$ cat config.mk
export PLATFORM = sky130hd
export DESIGN_NAME = nios2_cpu_oci_dct_packer
export DESIGN_NICKNAME = d
export VERILOG_FILES = /design/src/rtl/nios2_cpu_oci_dct_packer.sv
export SDC_FILE = /design/constraint.sdc
export NUM_CORES = 1
export LEC_CHECK = 0
export ABC_AREA = 1
export CAP_MARGIN = 20
export CORE_ASPECT_RATIO = 2
export CORE_UTILIZATION = 55
export DETAILED_ROUTE_END_ITERATION = 8
export GPL_TIMING_DRIVEN = 0
export PLACE_DENSITY = 0.87
export SYNTH_ARGS = -nofsm -noshare
export SYNTH_HDL_FRONTEND = slang
export SYNTH_SLANG_ARGS = --single-unit
$ cat constraint.sdc
create_clock -name clk -period 4.05 [get_ports clk]
set_input_delay 1.215 -clock clk [delete_from_list [all_inputs] [get_ports clk]]
set_output_delay 1.215 -clock clk [all_outputs]
set_load 0.005 [all_outputs]
$ cat src/rtl/nios2_cpu_oci_dct_packer.sv
// Packs 2-bit trace codes into 30-bit OCI test-bench frames.
// Optional OCI_DCT_DROP_EN: drop codes instead of backpressure, count drops.
module nios2_cpu_oci_dct_packer #(
  parameter int IDLE_FLUSH_CYCLES = 64
) (
  input  logic        clk,
  input  logic        reset,
  input  logic        code_valid,
  input  logic [1:0]  code,
  output logic        code_ready,
  input  logic        flush,
  input  logic        end_req,
  output logic        frame_valid,
  input  logic        frame_ready,
  output logic [29:0] dct_buffer,
  output logic [3:0]  dct_count,
  output logic        test_ending,
  output logic        test_has_ended
`ifdef OCI_DCT_DROP_EN
  ,
  output logic [7:0]  drop_count
`endif
);

  typedef enum logic [1:0] {
    RUN,
    ENDING,
    ENDED
  } state_e;

  localparam logic [7:0] IDLE_LIM = 8'(IDLE_FLUSH_CYCLES);

  state_e      state_q, state_d;
  logic [29:0] acc_q, acc_d;
  logic [3:0]  cnt_q, cnt_d;
  logic [29:0] obuf_q, obuf_d;
  logic [3:0]  ocnt_q, ocnt_d;
  logic        fv_q, fv_d;
  logic        pend_q, pend_d;
  logic [7:0]  idle_q, idle_d;
  logic        live_q;

  logic full, room, run, rdy, take, xfer, idle_hit;

`ifdef OCI_DCT_DROP_EN
  logic [7:0] drop_q, drop_d;
  logic       drop;
`endif

  always_comb begin
    full = (cnt_q == 4'd15);
    room = !full && !pend_q;
    run  = (state_q == RUN) && live_q;
`ifdef OCI_DCT_DROP_EN
    rdy  = run;
    take = code_valid && run && room;
    drop = code_valid && run && !room;
`else
    rdy  = run && room;
    take = code_valid && rdy;
`endif
    xfer = (full || (pend_q && cnt_q != 4'd0))
           && (!fv_q || frame_ready);
  end

  // Accumulator and output register
  always_comb begin
    acc_d  = acc_q;
    cnt_d  = cnt_q;
    obuf_d = obuf_q;
    ocnt_d = ocnt_q;
    fv_d   = fv_q;
    if (xfer) begin
      obuf_d = acc_q;
      ocnt_d = cnt_q;
      acc_d  = '0;
      cnt_d  = '0;
      fv_d   = 1'b1;
    end else begin
      if (take) begin
        acc_d[{cnt_q, 1'b0} +: 2] = code;
        cnt_d = cnt_q + 4'd1;
      end
      if (fv_q && frame_ready) begin
        fv_d = 1'b0;
      end
    end
  end

  always_comb begin
    idle_d = idle_q;
    if (take || xfer || cnt_q == 4'd0) begin
      idle_d = '0;
    end else if (idle_q != 8'hFF) begin
      idle_d = idle_q + 8'd1;
    end
    idle_hit = (IDLE_LIM != 8'd0) && (cnt_q != 4'd0)
               && (idle_d == IDLE_LIM);
  end

  // Set wins over clear so an empty flush lingers for one cycle
  always_comb begin
    pend_d = pend_q;
    if (xfer || cnt_q == 4'd0) begin
      pend_d = 1'b0;
    end
    if ((state_q == RUN && (flush || end_req))
        || state_q == ENDING || idle_hit) begin
      pend_d = 1'b1;
    end
  end

  always_comb begin
    state_d = state_q;
    unique case (state_q)
      RUN: begin
        if (end_req) state_d = ENDING;
      end
      ENDING: begin
        if (cnt_q == 4'd0 && !fv_q) state_d = ENDED;
      end
      ENDED: state_d = ENDED;
      default: state_d = RUN;
    endcase
  end

`ifdef OCI_DCT_DROP_EN
  always_comb begin
    drop_d = drop_q;
    if (drop && drop_q != 8'hFF) begin
      drop_d = drop_q + 8'd1;
    end
  end

  always_ff @(posedge clk or posedge reset) begin
    if (reset) begin
      drop_q <= '0;
    end else begin
      drop_q <= drop_d;
    end
  end

  assign drop_count = drop_q;
`endif

  always_ff @(posedge clk or posedge reset) begin
    if (reset) begin
      state_q <= RUN;
      acc_q   <= '0;
      cnt_q   <= '0;
      obuf_q  <= '0;
      ocnt_q  <= '0;
      fv_q    <= 1'b0;
      pend_q  <= 1'b0;
      idle_q  <= '0;
      live_q  <= 1'b0;
    end else begin
      state_q <= state_d;
      acc_q   <= acc_d;
      cnt_q   <= cnt_d;
      obuf_q  <= obuf_d;
      ocnt_q  <= ocnt_d;
      fv_q    <= fv_d;
      pend_q  <= pend_d;
      idle_q  <= idle_d;
      live_q  <= 1'b1;
    end
  end

  assign code_ready     = rdy;
  assign frame_valid    = fv_q;
  assign dct_buffer     = obuf_q;
  assign dct_count      = ocnt_q;
  assign test_ending    = (state_q == ENDING);
  assign test_has_ended = (state_q == ENDED);

endmodule

==> results.ini, run 1 <==
[sta]
final.min_clock_period_ps=3140
grt_setup_unrepaired=false
tightest_slew_ps=604
fin_skew_ps=4.34
fin_crit_sh=0.775
hold_viol_final=0
drv_slew=0
relSlewSlack=0.595
setup_viol=0
fmaxAchievable_mhz=318

[logic_synthesis]
synth_area_um2=3830
synthFlopType=dfrtp_1
synthCells=440
synthTopCellsByArea=dfrtp_1, nand2_1, nor2_1
synth_top_area_cell=dfrtp_1
ys_types=36
netlist.area_leader.share=0.529
synth_area_per_cell_um2=8.70
async_reset_ff_frac=1.00
yosysSeqAreaShare=0.529
synth_commonest_cells=nand2_1, dfrtp_1, nor2_1
yosysMostFrequentCell=nand2_1
yosys_warnings=0
synth.net_count=457
ys_seq_elements=81
synth_edf_count=0

[critical_path]
cp.arrival_ps=1930
required_ps=2830
cp_max_fo=7
crit_type=reg -> out
worst_setup_path_end_kind=primary output
critPathLaunchType=register

[floorplanning]
initial_core_util=0.574
die_area_um2=7320
rows=42
core-area_um2=6670
chipWidth_um=61.0
boundaryPins=46
dieHeight_um=120

[routing]
first_iter_violations=155
route.detailed.drc=0
vias=3122
detail-route-antenna-nets=0
viasPerCell=5.30
dr.pass1.iters=5
post_drt_wl_per_cell_um=14.8
wl_um=8720

[cts]
postCtsSetupRepairBufs=0
clock-sinks=81
tritoncts=done
root_buffer=clkbuf_16
clk_path_buf_depth=2
htreeDepth=3
post_cts_resized=0
hold_buffers=0
cts_buffers=9
clk_latency_ps=340
clkTransAtPathRegs_ps=50

[place]
port_buffers=45
place.gp.congestion=0.919
placed_cells=574
hpwl_um=6540

[global_routing]
grt.overflow.total=0
grt_pass1_wl_um=14900
grt_max_degree=78
antenna_found_initial=0
grt.total_usage=0.280
grt_pass1_vias=3205

[run_status]
status=completed

[min_path]
hold_class=reg -> reg

[power]
power_density_nw_per_um2=563
p_total_w=0.00264
peakVddDrop_mv=0.451
power_leakage_nw=2.23

[finish]
postLayoutCoreUtil=0.704
syn2layout_area_growth_pct=22.7
fin_cells=589
nNetsFinal=514
multi_input_area_um2=1510
drive_gt1_frac=0.106
seq_area_um2=2030
n_fill_cell=546
n_antenna_cell=0

[run]
drv_cap=0

-- per-layer routing --
layer | track usage | part of all wire | vias to the layer above
met3 | 0.0636 | 0.029 | 17
met4 | 0.134 | 0.025 | 0
met5 | 0 | 0 | -
met1 | 0.309 | 0.38 | 1510
met2 | 0.484 | 0.57 | 63
li1 | - | - | 1532
-- per-stage QoR --
| stage | setup WS (ps) | TNS [ps] | instance area, um^2 | hold WS, ps |
|---|---|---|---|---|
| 2_1_floorplan | 755 | 0 | 3830 | 442 |
| 3_3_place_gp | -357 | -28570 | 4390 | 457 |
| 4_1_cts | 913 | 0 | 4700 | 473 |
| 6_report | 909 | 0 | 4700 | 470 |
| 5_1_grt | 819 | 0 | 4700 | 490 |
| 3_5_place_dp | 1140 | 0 | 4420 | 459 |
-- path summary, 6_finish.rpt --
kind | from | endpoint | slack [ps] | cells after the start
worst min register to register | acc_q[10] | acc_q[10] | 470 | 2
min in group asynchronous | reset | dct_buffer[9] | 1100 | 2
worst min-delay path | acc_q[10] | acc_q[10] | 470 | 2
worst max register to register | cnt_q[0] | acc_q[28] | 1710 | 7
max in group asynchronous | reset | dct_buffer[26] | 2390 | 3
worst max-delay path | cnt_q[0] | code_ready | 910 | 5
-- area by class of cell --
class / instances / area share
Buffer: 12 / 0.0221
Clock buffer: 11 / 0.0495
Clock inverter: 4 / 0.00959
Inverter: 48 / 0.0399
Multi-Input combinational cell: 299 / 0.322
Sequential cell: 81 / 0.431
Tap cell: 88 / 0.0234
Timing Repair Buffer: 46 / 0.102
-- cells in the final DEF (no fill, tap or decap), drive strengths merged, types with 2 or more instances in the layout --
cell and instances:
nand3 26, ha 9, o21ai 38, o31ai 4, clkbuf 12, clkinv 3
nor2 45, a21oi 10, dfrtp 81, a22o 2, nand4 7, nor3 6
nand2 133, inv 48, o22ai 11, clkdlybuf4s50 45, buf 12
-- logic make-up after synthesis --
family | Yosys count | share of synthesized area
xor+xnor | 2 | 0.00654
compound gates | 69 | 0.106
fa+ha+maj | 9 | 0.0294
buf+inv | 60 | 0.0755
simple gates | 218 | 0.253
other cells | 1 | 0.000979
flops | 81 | 0.529
-- sequential cells by signal, indices dropped and copies added (netlist names) --
register	count
cnt_q	4
live_q	1
acc_q	30
dct_buffer	30
state_q	2
dct_count	4
idle_q	8
pend_q	1
frame_valid	1
-- power by group --
| part | switching (W) | internal, W | leakage, nW |
|---|---|---|---|
| combinational | 0.000592 | 0.000335 | 0.972 |
| sequential | 0.0000606 | 0.000896 | 1.12 |
| clock | 0.000290 | 0.000470 | 0.139 |
-- worst max-delay path, stage by stage (launching register included) --
cell and delay [ps]:
dfrtp_1 460, ha_1 260, nand3_2 130, nand2_1 100, nor2_1 100, clkdlybuf4s50_1 540
No activity file was read; power rests on OpenSTA's default activity.
==> run 2: changes to the inputs <==
Settings changed: CORE_UTILIZATION 55 to 50, PLACE_DENSITY 0.87 to 0.84.
Clock period 4.05 ns to 2.6 ns, I/O delays scaled along.
==> results.ini, run 2 (synthesis gave the netlist of run 1 again) <==
[run_status]
status=completed

[floorplanning]
dieHeight_um=126  ; +4.8%
core-area_um2=7320  ; +9.7%
die_area_um2=8030  ; +9.7%
initial_core_util=0.523  ; -0.0508
boundaryPins=46  ; unchanged
chipWidth_um=63.9  ; +4.7%
rows=44  ; +4.8%

[finish]
multi_input_area_um2=1520  ; +0.17%
seq_area_um2=2030  ; about the same
drive_gt1_frac=0.117  ; +0.0110
n_fill_cell=614  ; +12%
n_antenna_cell=0  ; unchanged
postLayoutCoreUtil=0.653  ; -0.0512
nNetsFinal=518  ; +0.78%
final_common_cell=nand2_1
fin_cells=597  ; +1.4%
syn2layout_area_growth_pct=24.8
final_cell_mix=nand2_1, dfrtp_1, clkdlybuf4s50_1

[global_routing]
grt_pass1_vias=3136  ; -2.2%
grt_max_degree=40  ; -49%
grt.total_usage=0.235  ; -0.0441
antenna_found_initial=0  ; unchanged
grt.overflow.total=0  ; unchanged
grt_pass1_wl_um=14400  ; -3.2%

[cts]
clock-sinks=81  ; unchanged
tritoncts=done
clk_latency_ps=340  ; about the same
hold_buffers=0  ; unchanged
htreeDepth=3  ; unchanged
root_buffer=clkbuf_16
cts_buffers=9  ; unchanged
clkTransAtPathRegs_ps=60  ; about the same
clk_path_buf_depth=2  ; unchanged

[sta]
fin_skew_ps=5.91  ; +1.58 ps
hold_viol_final=0  ; unchanged
relSlewSlack=0.610  ; +0.0154
fmaxAchievable_mhz=427
tns_ps=0  ; unchanged
setup_viol=0  ; unchanged
drv_slew=0  ; unchanged
setup_ws_ps=259  ; -651 ps
final.min_clock_period_ps=2340
fin_crit_sh=0.901
tightest_slew_ps=582  ; -22.3 ps
grt_setup_unrepaired=false

[critical_path]
worst_path_max_delay_cell=clkdlybuf4s50_1
required_ps=1820  ; -1010 ps
cp_max_fo=4  ; -3
crit_type=reg -> out
cp.arrival_ps=1560  ; -370 ps
critPathLaunchType=register
crit_buf_inv=2  ; +1
worst_setup_path_end_kind=primary output
cp_slowest_stage_delay_ps=530  ; about the same
crit_family=buffers and inverters
crit_chain=inv_1 -> ha_1 -> clkdlybuf4s50_1

[routing]
dr.pass1.iters=4  ; -1
vias=3127  ; +0.16%
first_iter_violations=161  ; +3.9%
post_drt_wl_per_cell_um=14.6  ; -1.7%
wl_um=8690  ; -0.39%
detail-route-antenna-nets=0  ; unchanged
viasPerCell=5.24  ; -1.2%
route.detailed.drc=0  ; unchanged

[power]
p_total_w=0.00426  ; +61%
power_leakage_nw=2.28  ; +2.0%
peakVddDrop_mv=0.679  ; +51%
power_density_nw_per_um2=892  ; +58%

[place]
pre_cts_slack_ps=162  ; -975 ps
placed_cells=579  ; +0.87%
place.gp.congestion=0.922  ; +0.36%
hpwl_um=6480  ; -0.96%
port_buffers=45  ; unchanged

[run]
drv_cap=0  ; unchanged

[min_path]
hold_class=reg -> reg

## run 2: what timing repair did
action                     4_1_cts  5_1_grt
gates resized for setup          1        2
buffers inserted                 3        0
setup endpoints to repair        1        1
## run 2: per-layer routing
metal  routed length [um]  share of wire  track usage
met2                 4910           0.57        0.429
met4                  209          0.024        0.115
met1                 3350           0.39        0.250
met3                  221          0.025       0.0471
met5                    0              0            0
## run 2: metrics by stage
step | area, um^2 | hold WS, ps
after floorplan | 3830 | 442
after global placement | 4400 | 454
after detailed placement | 4440 | 464
after CTS | 4770 | 476
after global routing | 4780 | 492
final | 4780 | 468
## run 2: worst reg2reg max path, stage by stage, from the launching register on
cell	delay, ps
dfrtp_1	360
buf_4	130
inv_1	130
ha_1	410
inv_1	130
a211oi_1	470
nand4_1	310
nand2_1	160
o22ai_1	80
## run 2: final timing paths
kind	cells after the start	from	slack (ps)	endpoint
worst max-delay path	3	state_q[1]	260	test_ending
worst min-delay path	2	acc_q[16]	470	dct_buffer[16]
worst max register to register	8	cnt_q[1]	290	acc_q[28]
worst min register to register	2	acc_q[16]	470	dct_buffer[16]
max in group asynchronous	4	reset	1190	acc_q[16]
min in group asynchronous	2	reset	720	frame_valid
## run 2: layout make-up
type / count / share of cell area
Clock buffer: 12 / 0.0516
Sequential cell: 81 / 0.424
Inverter: 48 / 0.0395
Multi-Input combinational cell: 299 / 0.317
Buffer: 12 / 0.0217
Timing Repair Buffer: 50 / 0.108
Clock inverter: 3 / 0.0136
Tap cell: 92 / 0.0241
## run 2: power by group
group | internal (W) | leakage, nW | switching, W
Combinational | 0.000534 | 1.01 | 0.000924
Clock | 0.000860 | 0.153 | 0.000465
Sequential | 0.00140 | 1.12 | 0.0000823
Total | 0.00279 | 2.28 | 0.00147
==> run 3: changes to the inputs <==
Settings changed: CTS_CLUSTER_DIAMETER set to 120.
==> results of run 3 <==
Same layout as run 2: the final DEF is identical, and so are final timing and power.
